[config.mk]
export PLATFORM = sky130hd
export DESIGN_NAME = time_set_ctrl
export DESIGN_NICKNAME = d
export VERILOG_FILES = /design/src/rtl/time_set_ctrl.sv
export SDC_FILE = /design/constraint.sdc
export NUM_CORES = 1
export LEC_CHECK = 0
export BUFFER_PORTS_ARGS = -buffer_cell sky130_fd_sc_hd__buf_4
export CAP_MARGIN = 20
export CORE_ASPECT_RATIO = 0.75
export CORE_MARGIN = 5
export CORE_UTILIZATION = 48
export DETAILED_ROUTE_END_ITERATION = 8
export PLACE_DENSITY = 0.85
export REMOVE_ABC_BUFFERS = 1
export SYNTH_ARGS = -nofsm -noshare
export SYNTH_HDL_FRONTEND = slang
export SYNTH_SLANG_ARGS = --single-unit
[constraint.sdc]
create_clock -name clk -period 1.76 [get_ports clk]
set_input_delay 0.088 -clock clk [delete_from_list [all_inputs] [get_ports clk]]
set_output_delay 0.088 -clock clk [all_outputs]
set_load 0.005 [all_outputs]
[src/rtl/time_set_ctrl.sv]
// Clock time-set FSM: RUN -> EDIT_H -> EDIT_M -> COMMIT (two load cycles) -> RUN; Moore outputs, one-cycle response, no backpressure.
// Optional hold-to-repeat on btn_inc is enabled by defining TIME_SET_AUTOREPEAT_EN.
module time_set_ctrl #(
    parameter int REPEAT_DLY = 16,
    parameter int REPEAT_PER = 4
) (
    input  logic       clk,
    input  logic       rst_n,
    input  logic       btn_mode,
    input  logic       btn_inc,
    input  logic [7:0] QH,
    input  logic [7:0] QM,
    output logic [6:0] DI,
    output logic       L,
    output logic       H_M,
    output logic       ce_hold,
    output logic [7:0] edit_val,
    output logic [1:0] st
);

    typedef enum logic [1:0] {
        RUN    = 2'd0,
        EDIT_H = 2'd1,
        EDIT_M = 2'd2,
        COMMIT = 2'd3
    } state_t;

    if (REPEAT_DLY < 1 || REPEAT_PER < 1) begin : g_bad_params
        $error("time_set_ctrl: REPEAT_DLY and REPEAT_PER must be at least 1");
    end

    state_t     state_q, state_d;
    logic       phase_q, phase_d;
    logic [7:0] hr_q, hr_d;
    logic [7:0] min_q, min_d;
    logic       mode_q, inc_q;
    logic       mode_edge, inc_edge, inc_fire;

    // Values at or above the top (including malformed captures) wrap to 00.
    function automatic logic [7:0] bcd_inc(input logic [7:0] v, input logic [7:0] top);
        if (v >= top) begin
            return 8'h00;
        end else if (v[3:0] >= 4'd9) begin
            return {1'b0, v[6:4] + 3'd1, 4'd0};
        end else begin
            return {1'b0, v[6:4], v[3:0] + 4'd1};
        end
    endfunction

`ifdef TIME_SET_AUTOREPEAT_EN
    localparam int RPT_MAX = (REPEAT_DLY > REPEAT_PER) ? REPEAT_DLY : REPEAT_PER;
    localparam int RPT_W   = $clog2(RPT_MAX + 1);

    logic [RPT_W-1:0] rpt_cnt_q, rpt_cnt_d, rpt_next, rpt_target;
    logic             rpt_armed_q, rpt_armed_d;
    logic             rpt_fire;
`endif

    always_comb begin
        mode_edge = btn_mode & ~mode_q;
        inc_edge  = btn_inc & ~inc_q;
        state_d   = state_q;
        phase_d   = phase_q;
        hr_d      = hr_q;
        min_d     = min_q;
        inc_fire  = inc_edge;

`ifdef TIME_SET_AUTOREPEAT_EN
        // Counter tracks held cycles; first target is REPEAT_DLY, then REPEAT_PER once armed.
        rpt_fire    = 1'b0;
        rpt_cnt_d   = '0;
        rpt_armed_d = 1'b0;
        rpt_next    = rpt_cnt_q + 1'b1;
        rpt_target  = rpt_armed_q ? RPT_W'(REPEAT_PER) : RPT_W'(REPEAT_DLY);
        if ((state_q == EDIT_H || state_q == EDIT_M) && btn_inc && inc_q) begin
            if (rpt_next == rpt_target) begin
                rpt_fire    = 1'b1;
                rpt_armed_d = 1'b1;
            end else begin
                rpt_cnt_d   = rpt_next;
                rpt_armed_d = rpt_armed_q;
            end
        end
        inc_fire = inc_edge | rpt_fire;
`endif

        case (state_q)
            RUN: begin
                if (mode_edge) begin
                    state_d = EDIT_H;
                    hr_d    = QH & 8'h7F;
                    min_d   = QM & 8'h7F;
                end
            end
            EDIT_H: begin
                if (mode_edge) begin
                    state_d = EDIT_M;
                end else if (inc_fire) begin
                    hr_d = bcd_inc(hr_q, 8'h23);
                end
            end
            EDIT_M: begin
                if (mode_edge) begin
                    state_d = COMMIT;
                    phase_d = 1'b0;
                end else if (inc_fire) begin
                    min_d = bcd_inc(min_q, 8'h59);
                end
            end
            default: begin
                if (!phase_q) begin
                    phase_d = 1'b1;
                end else begin
                    phase_d = 1'b0;
                    state_d = RUN;
                end
            end
        endcase

`ifdef TIME_SET_AUTOREPEAT_EN
        if (state_d != state_q) begin
            rpt_cnt_d   = '0;
            rpt_armed_d = 1'b0;
        end
`endif
    end

    always_ff @(posedge clk) begin
        if (!rst_n) begin
            state_q <= RUN;
            phase_q <= 1'b0;
            hr_q    <= 8'h00;
            min_q   <= 8'h00;
            mode_q  <= 1'b0;
            inc_q   <= 1'b0;
        end else begin
            state_q <= state_d;
            phase_q <= phase_d;
            hr_q    <= hr_d;
            min_q   <= min_d;
            mode_q  <= btn_mode;
            inc_q   <= btn_inc;
        end
    end

`ifdef TIME_SET_AUTOREPEAT_EN
    always_ff @(posedge clk) begin
        if (!rst_n) begin
            rpt_cnt_q   <= '0;
            rpt_armed_q <= 1'b0;
        end else begin
            rpt_cnt_q   <= rpt_cnt_d;
            rpt_armed_q <= rpt_armed_d;
        end
    end
`endif

    always_comb begin
        st       = state_q;
        ce_hold  = (state_q != RUN);
        L        = (state_q == COMMIT);
        H_M      = (state_q == COMMIT) & phase_q;
        DI       = 7'h00;
        edit_val = 8'h00;
        case (state_q)
            EDIT_H:  edit_val = hr_q;
            EDIT_M:  edit_val = min_q;
            COMMIT:  DI = phase_q ? min_q[6:0] : hr_q[6:0];
            default: ;
        endcase
    end

endmodule
# Word-level counts from Yosys, hierarchy flattened
# Index checks and enable logic that the tools add are counted.
# W data, S select, Z words.
dict set report word_totals {
  register_bits 21
  input_bits 20
}
dict set report classes {
  eq_ne 12
  n_mux 23
  magnitude_cmp 4
  n_reduce_logical 12
  bitwise 6
  addsub 4
}
# op count
set ops {}
lappend ops {{$mux W8} 6}
lappend ops {{$pmux W8 S2} 3}
lappend ops {{$mux W7} 6}
lappend ops {{$ne A2 B2 Y1 const B} 7}
lappend ops {{$reduce_and A4 Y1} 3}
lappend ops {{$reduce_and A5 Y1} 2}
lappend ops {{$add A4 B1 Y4 const B} 2}
lappend ops {{$ge A4 B4 Y1 const B} 2}
lappend ops {{$ge A8 B6 Y1 const B} 1}
lappend ops {{$ge A8 B7 Y1 const B} 1}
lappend ops {{$mux W2} 4}
lappend ops {{$add A3 B1 Y3 const B} 2}
lappend ops {{$ne A3 B3 Y1 const B} 2}
lappend ops {{$pmux W2 S3} 1}
lappend ops {{$reduce_bool A2 Y1} 3}
lappend ops {{$eq A2 B2 Y1 const B} 2}
lappend ops {{$reduce_bool A4 Y1} 1}
lappend ops {{$and A1 B1 Y1} 3}
lappend ops {{$not A1 Y1} 3}
lappend ops {{$eq A2 B1 Y1 const B} 1}
lappend ops {{$logic_not A2 Y1} 1}
lappend ops {{$mux W1} 2}
lappend ops {{$pmux W1 S2} 1}
lappend ops {{$reduce_and A2 Y1} 1}
lappend ops {{$reduce_or A2 Y1} 1}

# Longest topological paths before layout
# Gate-level depths: netlist of run 1.
dict set report logic_depth {
  word_depth 6
  ltp_mapped 7
}

# Worst setup path before layout of run 1
# OpenSTA, ideal clock, no wires.
dict set report synth_path {
  kind {reg2reg}
  from {reg state_q[0] (netlist: st[0])}
  to {reg min_q[6]}
  t_arrival_ns 1.673
  slack_ns -0.030
  period_less_slack_ns 1.790
  stages_incl_launch_ff 8
  required_ns 1.643
  cell_sequence {dfxtp_1 inv_1 ha_1 nor4bb_1 a31o_1 clkbuf_1 o211ai_1 a32o_1}
}
dict set report synth_between {
  elab_chain_len 3
  word_cells_on_any_way 9
}
# element line_no
set synth_rtl {}
lappend synth_rtl {{start, declared} 32} ;# state_t state_q, state_d;
lappend synth_rtl {{start signal, assigned} 137} ;# state_q <= state_d;
lappend synth_rtl {{$eq A2 B2 Y1 / $logic_not A2 Y1 (equally long branches)} 87} ;# case (state_q)
lappend synth_rtl {{$ne A3 B3 Y1 (no source line), or another cell as far along} -}
lappend synth_rtl {{$reduce_and A5 Y1 (no source line)} -}
lappend synth_rtl {{end signal, assigned} 140} ;# min_q <= min_d;
lappend synth_rtl {{end, declared} 35} ;# logic [7:0] min_q, min_d;
# Several ways; a longest one is shown, not always the timed one.
# A chain may end at the register's enable or synchronous reset.

# Final worst setup path of run 1
dict set report layout_path {
  from {reg hr_q[1]}
  to {reg hr_q[4]}
}
dict set report layout_between {
  elab_chain_len 5
  word_cells_on_any_way 8
}
# element line_no
set layout_rtl {}
lappend layout_rtl {{start, declared} 34} ;# logic [7:0] hr_q, hr_d;
lappend layout_rtl {{start signal, assigned} 139} ;# hr_q <= hr_d;
lappend layout_rtl {{$ge A8 B6 Y1} 41} ;# if (v >= top) begin
lappend layout_rtl {{$mux W7} 41}
lappend layout_rtl {{$mux W8} 98} ;# end else if (inc_fire) begin
lappend layout_rtl {{$mux W8} 96} ;# if (mode_edge) begin
lappend layout_rtl {{$pmux W8 S2} 87}
# Several ways; a longest one is shown, not always the timed one. The select of a mux whose other input is x is not followed.

==> metrics.md, run 1 <==
| Metric | Value |
|---|---|
| Initial antenna violation count | `0` |
| Final global-route overflow total | `0` |
| Max Slew Vio Count | `0` |
| Synth Cell Area | `1570 um2` |
| Detailed-route wire length | `4620 um` |
| Synth unique cells | `51` |
| Crit path time final | `1820 ps` |
| Antenna viol nets, final | `0` |
| Final Skew | `0.687 ps` |
| YS warnings | `0` |
| Post-layout util | `0.684` |
| Total die area | `4540 um2` |
| Post-synth EDFFs | `0` |
| Initial core utilization | `0.489` |
| First-pass DRT Iterations | `4` |
| Die W | `76.1 um` |
| H-tree depth | `1` |
| Pwr Total | `1560 uW` |
| Vias in the first global route | `1614` |
| Main synth FF type | `dfxtp_1` |
| FMAX | `550 MHz` |
| Seq/Total Area, Yosys | `0.242` |
| Gp weighted congestion | `0.878` |
| Failing checks | `setup timing` |
| Final Hold Vio Count | `0` |
| Seq cells post-synth | `19` |
| MaxCap Viol Count | `0` |
| Layout cells sized above 1 | `0.373` |
| Final worst slack | `-56.7 ps` |
| Final setup violation count | `4` |
| Dpl ws | `-16.8 ps` |
| Average cell area after synthesis | `8.24 um2` |
| DRC errors left | `0` |
| CTS max path bufs | `2` |
| Clock-pin slew on the worst setup and hold paths | `80 ps` |
| Async set-reset flop share out of synthesis | `0` |
| Leak | `0.000892 uW` |
| CTS buffer count | `3` |
| Final layout net count | `277` |
| Vias per cell | `5.88` |
| Non-Filler Instances | `281` |
| Peak supply drop | `0.543 mV` |
| Placed cells | `276` |
| Cell row count | `18` |
| Mapped Cells | `191` |
| Pwr dens | `707 nW/um2` |
| CTS Root Cell | `clkbuf_8` |
| Type of the worst min-delay path | `primary input to register` |
| Clock Sinks | `19` |
| Fill count | `244` |
| Global-route wire length before repair | `7330 um` |
| I/O pin total | `40` |
| Largest net degree at the start of global routing | `17` |
| Critical Path RT | `1890 ps` |
| Clock latency on the worst-skew pair | `260 ps` |
| CP Launch Type | `register` |
| DP HPWL | `3320 um` |
| CTS tree | `built` |
| N_diodes | `0` |
| Post-route clock period utilization | `1.03` |
| Area grow syn2layout | `40.0%` |
| Via Count | `1652` |
| DRT iter0 DRCs | `127` |
| Routed WL per cell | `16.4 um` |
| Worst setup EP type | `register` |
| Worst Path Class, Setup | `register to register` |
| Worst Path Max Fanout | `4` |
| Die height | `59.6 um` |
| RSZ-0062 raised after global routing | `yes` |
| WP data arrival | `1940 ps` |
| Outcome | `finished, violations left` |
| Core area | `3220 um2` |
| PortBufs | `36` |
| Overall routing resource usage | `0.198` |
per-layer routing:
layer | vias to the layer above | global-route usage | wire length (um)
li1 | 791 | - | -
met1 | 804 | 0.257 | 2080
met2 | 51 | 0.344 | 2210
met3 | 6 | 0.0456 | 285
met4 | 0 | 0.0349 | 48
met5 | - | 0 | 0
power by group:
group | leakage [uW] | total [uW] | switching, uW | internal (uW)
combinational | 0.000707 | 691 | 341 | 350
sequential | 0.000159 | 552 | 68.9 | 483
clock | 0.0000255 | 313 | 156 | 158
cells in the final DEF, fill, tap and decap left out, types with 2 or more instances in the layout:
cell type	netlist	layout
mux2i_1	8	8
a211oi_1	6	5
buf_4	3	54
a22oi_1	10	10
nor2b_1	17	17
inv_4	0	2
nand2b_1	3	3
o32ai_1	2	2
nor2_1	5	5
inv_2	0	2
inv_1	20	16
dfxtp_4	0	2
a21oi_2	1	2
a2bb2oi_1	3	2
dfxtp_1	19	13
nand2_1	7	7
ha_1	15	10
or3b_4	1	2
o32a_1	2	2
o21ai_1	4	5
a31oi_1	3	3
a21boi_1	3	2
ha_4	0	5
nand3_1	4	4
a21oi_1	12	10
dfxtp_2	0	4
clkbuf_8	0	3
and2_1	5	5
a31o_1	2	2
nor3_1	3	3
path summary, 6_finish.rpt:
kind,start,end,slack [ps],cells after the start
worst max register to register,hr_q[1],hr_q[4],-60,6
worst max-delay path,hr_q[1],hr_q[4],-60,6
worst min register to register,min_q[0],min_q[0],540,2
worst min-delay path,btn_inc,inc_q,40,2
stage by stage:
step / TNS, ps / hold WS [ps] / cell area, um2
after detailed placement: -16.8 / 305 / 1990
final: -174 / 38.7 / 2200
after floorplan: -228 / 210 / 1520
after CTS: 0 / 34.3 / 2050
after global placement: 0 / 301 / 1990
after global routing: -361 / 50.9 / 2200
cell families (layout without fill, tap and decap cells):
family                     Yosys count  count (layout)  share of synthesized area
AOI/OAI and AO/OA                   62              62                      0.283
adders and majority gates           15              15                      0.119
buffers and inverters               30              80                     0.0843
DFF                                 19              19                      0.242
muxes                                9               9                     0.0580
other                                1               1                    0.00238
and+or+nand+nor                     55              55                      0.211
synthesized netlist by cell type (all sizes together) (2+ instances only):
library cell	instances	area (um2)
a2111oi	2	17.5
a211oi	6	45.0
a21boi	3	22.5
a21oi	13	68.8
a22oi	10	75.1
a2bb2oi	3	26.3
a31o	2	17.5
a31oi	3	18.8
and2	5	31.3
and2b	2	16.3
buf	5	38.8
clkbuf	5	18.8
dfxtp	19	380
ha	15	188
inv	20	75.1
mux2i	8	80.1
nand2	7	26.3
nand2b	3	18.8
nand3	4	20.0
nor2	5	18.8
nor2b	18	115
nor3	3	15.0
o21ai	6	30.0
o32a	2	20.0
o32ai	2	17.5
or3b	2	20.0
final cells by class:
type | count | area, um2 | area share
Inverter | 20 | 80.1 | 0.0363
Tap cell | 40 | 50.0 | 0.0227
Multi-Input combinational cell | 142 | 1190 | 0.542
Timing Repair Buffer | 56 | 440 | 0.200
Clock inverter | 1 | 5.00 | 0.00227
Sequential cell | 19 | 393 | 0.178
Clock buffer | 3 | 41.3 | 0.0187
registers in the layout, indices dropped and copies added, names as in the netlist:
register / flops
phase_q: 1
inc_q: 1
mode_q: 1
min_q: 7
st: 2
hr_q: 7
worst max-delay path, stage by stage, from the launching register on:
cell      delay (ps)
dfxtp_4          370
inv_4             50
ha_4             150
or3b_4           420
a221o_1          460
a21oi_1          170
a211oi_1          60
what timing repair did:
action                     CTS  global route
setup endpoints to repair    6            20
hold buffers                 0             0
setup buffers                0             1
pin swaps                    1             8
resized for setup            4            37
Power figures use the tool's default switching activity.
==> run 2: changes to the inputs <==
Settings changed: BUFFER_PORTS_ARGS -buffer_cell sky130_fd_sc_hd__buf_4 to default, CORE_ASPECT_RATIO 0.75 to default, CORE_UTILIZATION 48 to 57, DONT_BUFFER_PORTS from default to 1, PLACE_DENSITY 0.85 to 0.84.
==> run 2 against run 1 <==
The run still ends with setup timing left. Worst setup slack improved by 42 ps. Clock-buffer cell count rose by 1. Utilization rose by 1.1 points. Via count fell by 6.0%. Register-to-register slack improved by 40 ps. Sequential power rose by 0.9%. First-iteration DRC count rose by 19%. Critical path type unchanged. Largest power group unchanged. Highest routed layer unchanged.
==> metrics.md, run 2 (synthesis results as in run 1) <==
| Metric | Value |
|---|---|
| CTS Root Cell | `clkbuf_4` |
| PortBufs | `0` |
| Worst hold slack | `9.91 ps` |
| First-pass DRT Iterations | `4` |
| Most common cell after layout, fill and taps aside | `inv_1` |
| FMAX | `564 MHz` |
| Setup TNS | `-37.8 ps` |
| Via Count | `1553` |
| Outcome | `finished, violations left` |
| Total die area | `3910 um2` |
| Antenna viol nets, final | `0` |
| Vias per cell | `6.47` |
| Global-route wire length before repair | `7230 um` |
| Routing usage on met3 | `0.0540` |
| Sw Pwr | `535 uW` |
| Gr busiest metal | `met2` |
| DP HPWL | `3240 um` |
| CTS buffer count | `3` |
| Failing checks | `setup timing` |
| Final worst slack | `-14.6 ps` |
| M1 GR Usage | `0.252` |
| Largest net degree at the start of global routing | `16` |
| Post-route cell area | `1880 um2` |
| Final global-route overflow total | `0` |
| MaxCap Viol Count | `0` |
| CTS tree | `built` |
| I/O pin total | `40` |
| Crit path time final | `1770 ps` |
| Worst Path Max Fanout | `5` |
| N_diodes | `0` |
| Area grow syn2layout | `19.7%` |
| Commonest cells after routing, fill and taps aside | `18 x inv_1, 17 x nor2b_1, 16 x buf_4` |
| Layout cells sized above 1 | `0.244` |
| Max Slew Vio Count | `0` |
| Detailed-route wire length | `4550 um` |
| Post-route clock period utilization | `1.01` |
| RSZ-0062 raised after global routing | `yes` |
| Core area | `2710 um2` |
| Worst setup EP type | `register` |
| Clock Sinks | `19` |
| Routed WL per cell | `19.0 um` |
| Area after DPL | `1660 um2` |
| Seq. cell area | `395 um2` |
| Routing usage on met2 | `0.404` |
| Final layout net count | `245` |
| Die W | `62.6 um` |
| Initial antenna violation count | `0` |
| Cell internal pwr | `861 uW` |
| Overall routing resource usage | `0.222` |
| Peak supply drop | `0.567 mV` |
| Multi-input gate area | `1140 um2` |
| CP Launch Type | `register` |
| DRT iter0 DRCs | `151` |
| Gp weighted congestion | `0.864` |
| Initial core utilization | `0.581` |
| Worst Path Class, Setup | `register to register` |
| CTS max path bufs | `2` |
| H-tree depth | `1` |
| Final Hold Vio Count | `0` |
| Fill count | `210` |
| Leak | `0.000697 uW` |
| Cell row count | `19` |
| Clock latency on the worst-skew pair | `310 ps` |
| Combinational share of power | `0.429` |
| WP data arrival | `1960 ps` |
| Die height | `62.6 um` |
| Final Skew | `11.1 ps` |
| Pwr dens | `741 nW/um2` |
| Proportion of power drawn by the clock network | `0.172` |
| DRC errors left | `0` |
| Type of the worst min-delay path | `primary input to register` |
| Sequential fraction of design power | `0.399` |
| Clock-pin slew on the worst setup and hold paths | `130 ps` |
| Final setup violation count | `3` |
| Critical Path RT | `1940 ps` |
| Vias in the first global route | `1570` |
| Switching Fraction | `0.383` |
==> run 2: cell types whose count changed in the layout (fill, tap and decap cells not counted), sizes merged <==
cell         previous run  this run
clkinv                  1         0
dlygate4sd3             0         7
clkbuf                  3         4
buf                    56        17
==> run 2: worst paths after layout <==
path / end / slack [ps] / from / cells past startpoint
hold reg to reg: st[0] / 550 / st[0] / 2
setup reg to reg: hr_q[6] / -10 / hr_q[0] / 6
setup / recovery: hr_q[6] / -10 / hr_q[0] / 6
hold / removal: min_q[0] / 10 / QM[0] / 2
==> run 2: timing repair <==
action / CTS / global route
hold endpoints to repair: 9 / 0
cloned: 0 / 0
setup endpoints to repair: 15 / 15
hold buffers: 7 / 0
buffers inserted: 1 / 2
resized for setup: 15 / 20
pin swaps: 3 / 1
==> run 2: area by class of cell <==
cell class / count / share of cell area
timing repair buffer: 24 / 0.107
tap: 31 / 0.0206
clock buffer: 4 / 0.0139
multi-input combinational: 142 / 0.606
sequential: 19 / 0.210
inverter: 20 / 0.0425
==> run 2: power by group through the flow <==
| stage | clock network, uW | logic (uW) | registers (uW) |
|---|---|---|---|
| final | 240 | 599 | 557 |
| after global routing | 249 | 649 | 566 |
| after CTS | 232 | 543 | 546 |
| after detailed placement | 0 | 496 | 554 |
| after global placement | 0 | 464 | 549 |
| after floorplan | 0 | 339 | 551 |
==> run 2: critical path: stages, from the launching register on <==
cell	delay, ps
dfxtp_4	390
inv_4	70
ha_4	120
or3b_4	390
a221o_1	420
a21oi_1	190
a211oi_1	70
==> run 2: routing by layer <==
layer  wire length, um  part of all wire
met1              1780              0.39
met2              2430              0.53
met3               257             0.056
met4                81             0.018
met5                 0                 0
==> run 2: stage by stage <==
step,utilization,std cells,total power [uW],setup slack [ps]
2_1_floorplan,-,181,890,-77.4
3_3_place_gp,0.613,226,1010,23.5
3_5_place_dp,0.613,226,1050,-103
4_1_cts,0.664,238,1320,3.24
5_1_grt,0.695,240,1460,-42.0
6_report,0.695,240,1400,-14.6
==> run 3: changes to the inputs <==
Settings changed: PLACE_DENSITY 0.84 to 0.75.
==> run 3 against run 2 <==
The flow now finishes without violations. Maximum frequency rose by 1.3%. Worst hold slack improved by 2.6 ps. Combinational power rose by 1%. Register-to-register slack improved by 20 ps. Non-clock buffer count rose by 5. Clock-buffer cell count fell by 1. Utilization rose by 1.8 points.
==> metrics.md, run 3 (synthesis results as in run 1) <==
| Metric | Value |
|---|---|
| Combinational share of power | `0.434` |
| CP max stage cell | `a221o_1` |
| Clock latency on the worst-skew pair | `310 ps` |
| Largest net degree at the start of global routing | `16` |
| H-tree depth | `1` |
| Final Hold Vio Count | `0` |
| Sw Pwr | `529 uW` |
| Peak supply drop | `0.675 mV` |
| Total die area | `3910 um2` |
| Worst Path Class, Setup | `register to register` |
| Final layout net count | `250` |
| Type of the worst min-delay path | `primary input to register` |
| Initial antenna violation count | `0` |
| Worst setup EP type | `register` |
| Outcome | `completed` |
| WP data arrival | `1940 ps` |
| Core area | `2710 um2` |
| Cell internal pwr | `868 uW` |
| Post-route cell area | `1930 um2` |
| N_diodes | `0` |
| Final setup violation count | `0` |
| Sequential fraction of design power | `0.397` |
| DP HPWL | `3150 um` |
| Layout cells sized above 1 | `0.248` |
| Initial core utilization | `0.581` |
| FMAX | `571 MHz` |
| CTS buffer count | `3` |
| DRC errors left | `0` |
| PortBufs | `0` |
| Clock-pin slew on the worst setup and hold paths | `120 ps` |
| Area grow syn2layout | `22.8%` |
| Antenna viol nets, final | `0` |
| Cell row count | `19` |
| Area after DPL | `1680 um2` |
| Vias per cell | `6.41` |
| Vias in the first global route | `1508` |
| CTS tree | `built` |
| I/O pin total | `40` |
| Clock Sinks | `19` |
| CP Launch Type | `register` |
| Switching Fraction | `0.379` |
| Final Skew | `4.15 ps` |
| Worst path cell trace | `inv_4, ha_4, or3b_4, a221o_1, a21oi_1, a211oi_1` |
| Crit-path max cell delay | `410 ps` |
| Detailed-route wire length | `4390 um` |
| Setup TNS | `0 ps` |
| Gp weighted congestion | `0.866` |
| Critical Path RT | `1950 ps` |
| DRT iter0 DRCs | `163` |
| Leak | `0.000725 uW` |
| CTS Root Cell | `clkbuf_4` |
| Proportion of power drawn by the clock network | `0.169` |
| Post-route clock period utilization | `0.996` |
| RSZ-0062 raised after global routing | `yes` |
| Max Slew Vio Count | `0` |
| Pwr dens | `723 nW/um2` |
| Via Count | `1570` |
| Worst Path Max Fanout | `5` |
| CTS max path bufs | `2` |
| Routed WL per cell | `17.9 um` |
| Final global-route overflow total | `0` |
| Most common cell after layout, fill and taps aside | `buf_4` |
| Commonest cells after routing, fill and taps aside | `19 x buf_4, 18 x inv_1, 17 x nor2b_1` |
| Crit path time final | `1750 ps` |
| Die W | `62.6 um` |
| MaxCap Viol Count | `0` |
| Global-route wire length before repair | `7020 um` |
| Die height | `62.6 um` |
| Overall routing resource usage | `0.220` |
| First-pass DRT Iterations | `4` |
## run 3: cell types whose count changed in the layout (fill, tap and decap cells not counted), sizes merged
| cell | before | now |
|---|---|---|
| clkbuf | 4 | 3 |
| buf | 17 | 20 |
| dlygate4sd3 | 7 | 9 |
| clkinv | 0 | 1 |
## run 3: worst max-delay path, delay by kind of cell (launching register included)
family | cells | cell delay (ps)
compound gates | 3 | 640
fa+ha+maj | 1 | 120
buf+inv | 1 | 70
flops | 1 | 390
simple gates | 1 | 390
## run 3: path summary, 6_finish.rpt
path            from  slack [ps]  endpoint  cells past startpoint
max          hr_q[0]           8   hr_q[4]                      6
min reg2reg    st[0]         540     st[0]                      2
min            QH[4]          10   hr_q[4]                      2
max reg2reg  hr_q[0]           8   hr_q[4]                      6
## run 3: power by group through the flow
stage	registers (uW)	clock network, uW	logic (uW)
global route	565	258	667
CTS	544	238	544
global placement	549	0	487
floorplan	551	0	339
detailed placement	552	0	509
finish	556	236	607
## run 3: metrics by stage
step	hold slack (ps)	utilization	power [uW]	setup slack, ps	cells
4_1_cts	-101	0.671	1330	-5.70	241
5_1_grt	13.1	0.713	1490	-59.9	245
3_5_place_dp	220	0.621	1060	-40.7	229
2_1_floorplan	210	-	890	-77.4	181
3_3_place_gp	211	0.621	1040	3.76	229
6_report	12.5	0.713	1400	7.72	245
## run 3: routing by layer
metal	share of wire	vias to the layer above	GRT usage
met5	0	-	0
met2	0.52	65	0.373
li1	-	741	-
met4	0.020	0	0.0875
met3	0.063	8	0.0540
met1	0.39	756	0.263
## run 3: final cells by class
type | instances | area [um2]
multi-input cells | 142 | 1150
fillers | 210 | 777
flip-flops and latches | 19 | 393
repair buffers | 29 | 244
inverters | 20 | 80.1
well taps | 31 | 38.8
clock buffers | 3 | 22.5
clock inverters | 1 | 5.00
## run 3: what timing repair did
| item | 4_1_cts | 5_1_grt |
|---|---|---|
| endpoints found under the setup margin | 14 | 16 |
| resized for setup | 14 | 20 |
| buffers inserted | 1 | 2 |
| hold buffers | 7 | 2 |
| endpoints found under the hold margin | 9 | 6 |
| pin swaps | 4 | 8 |
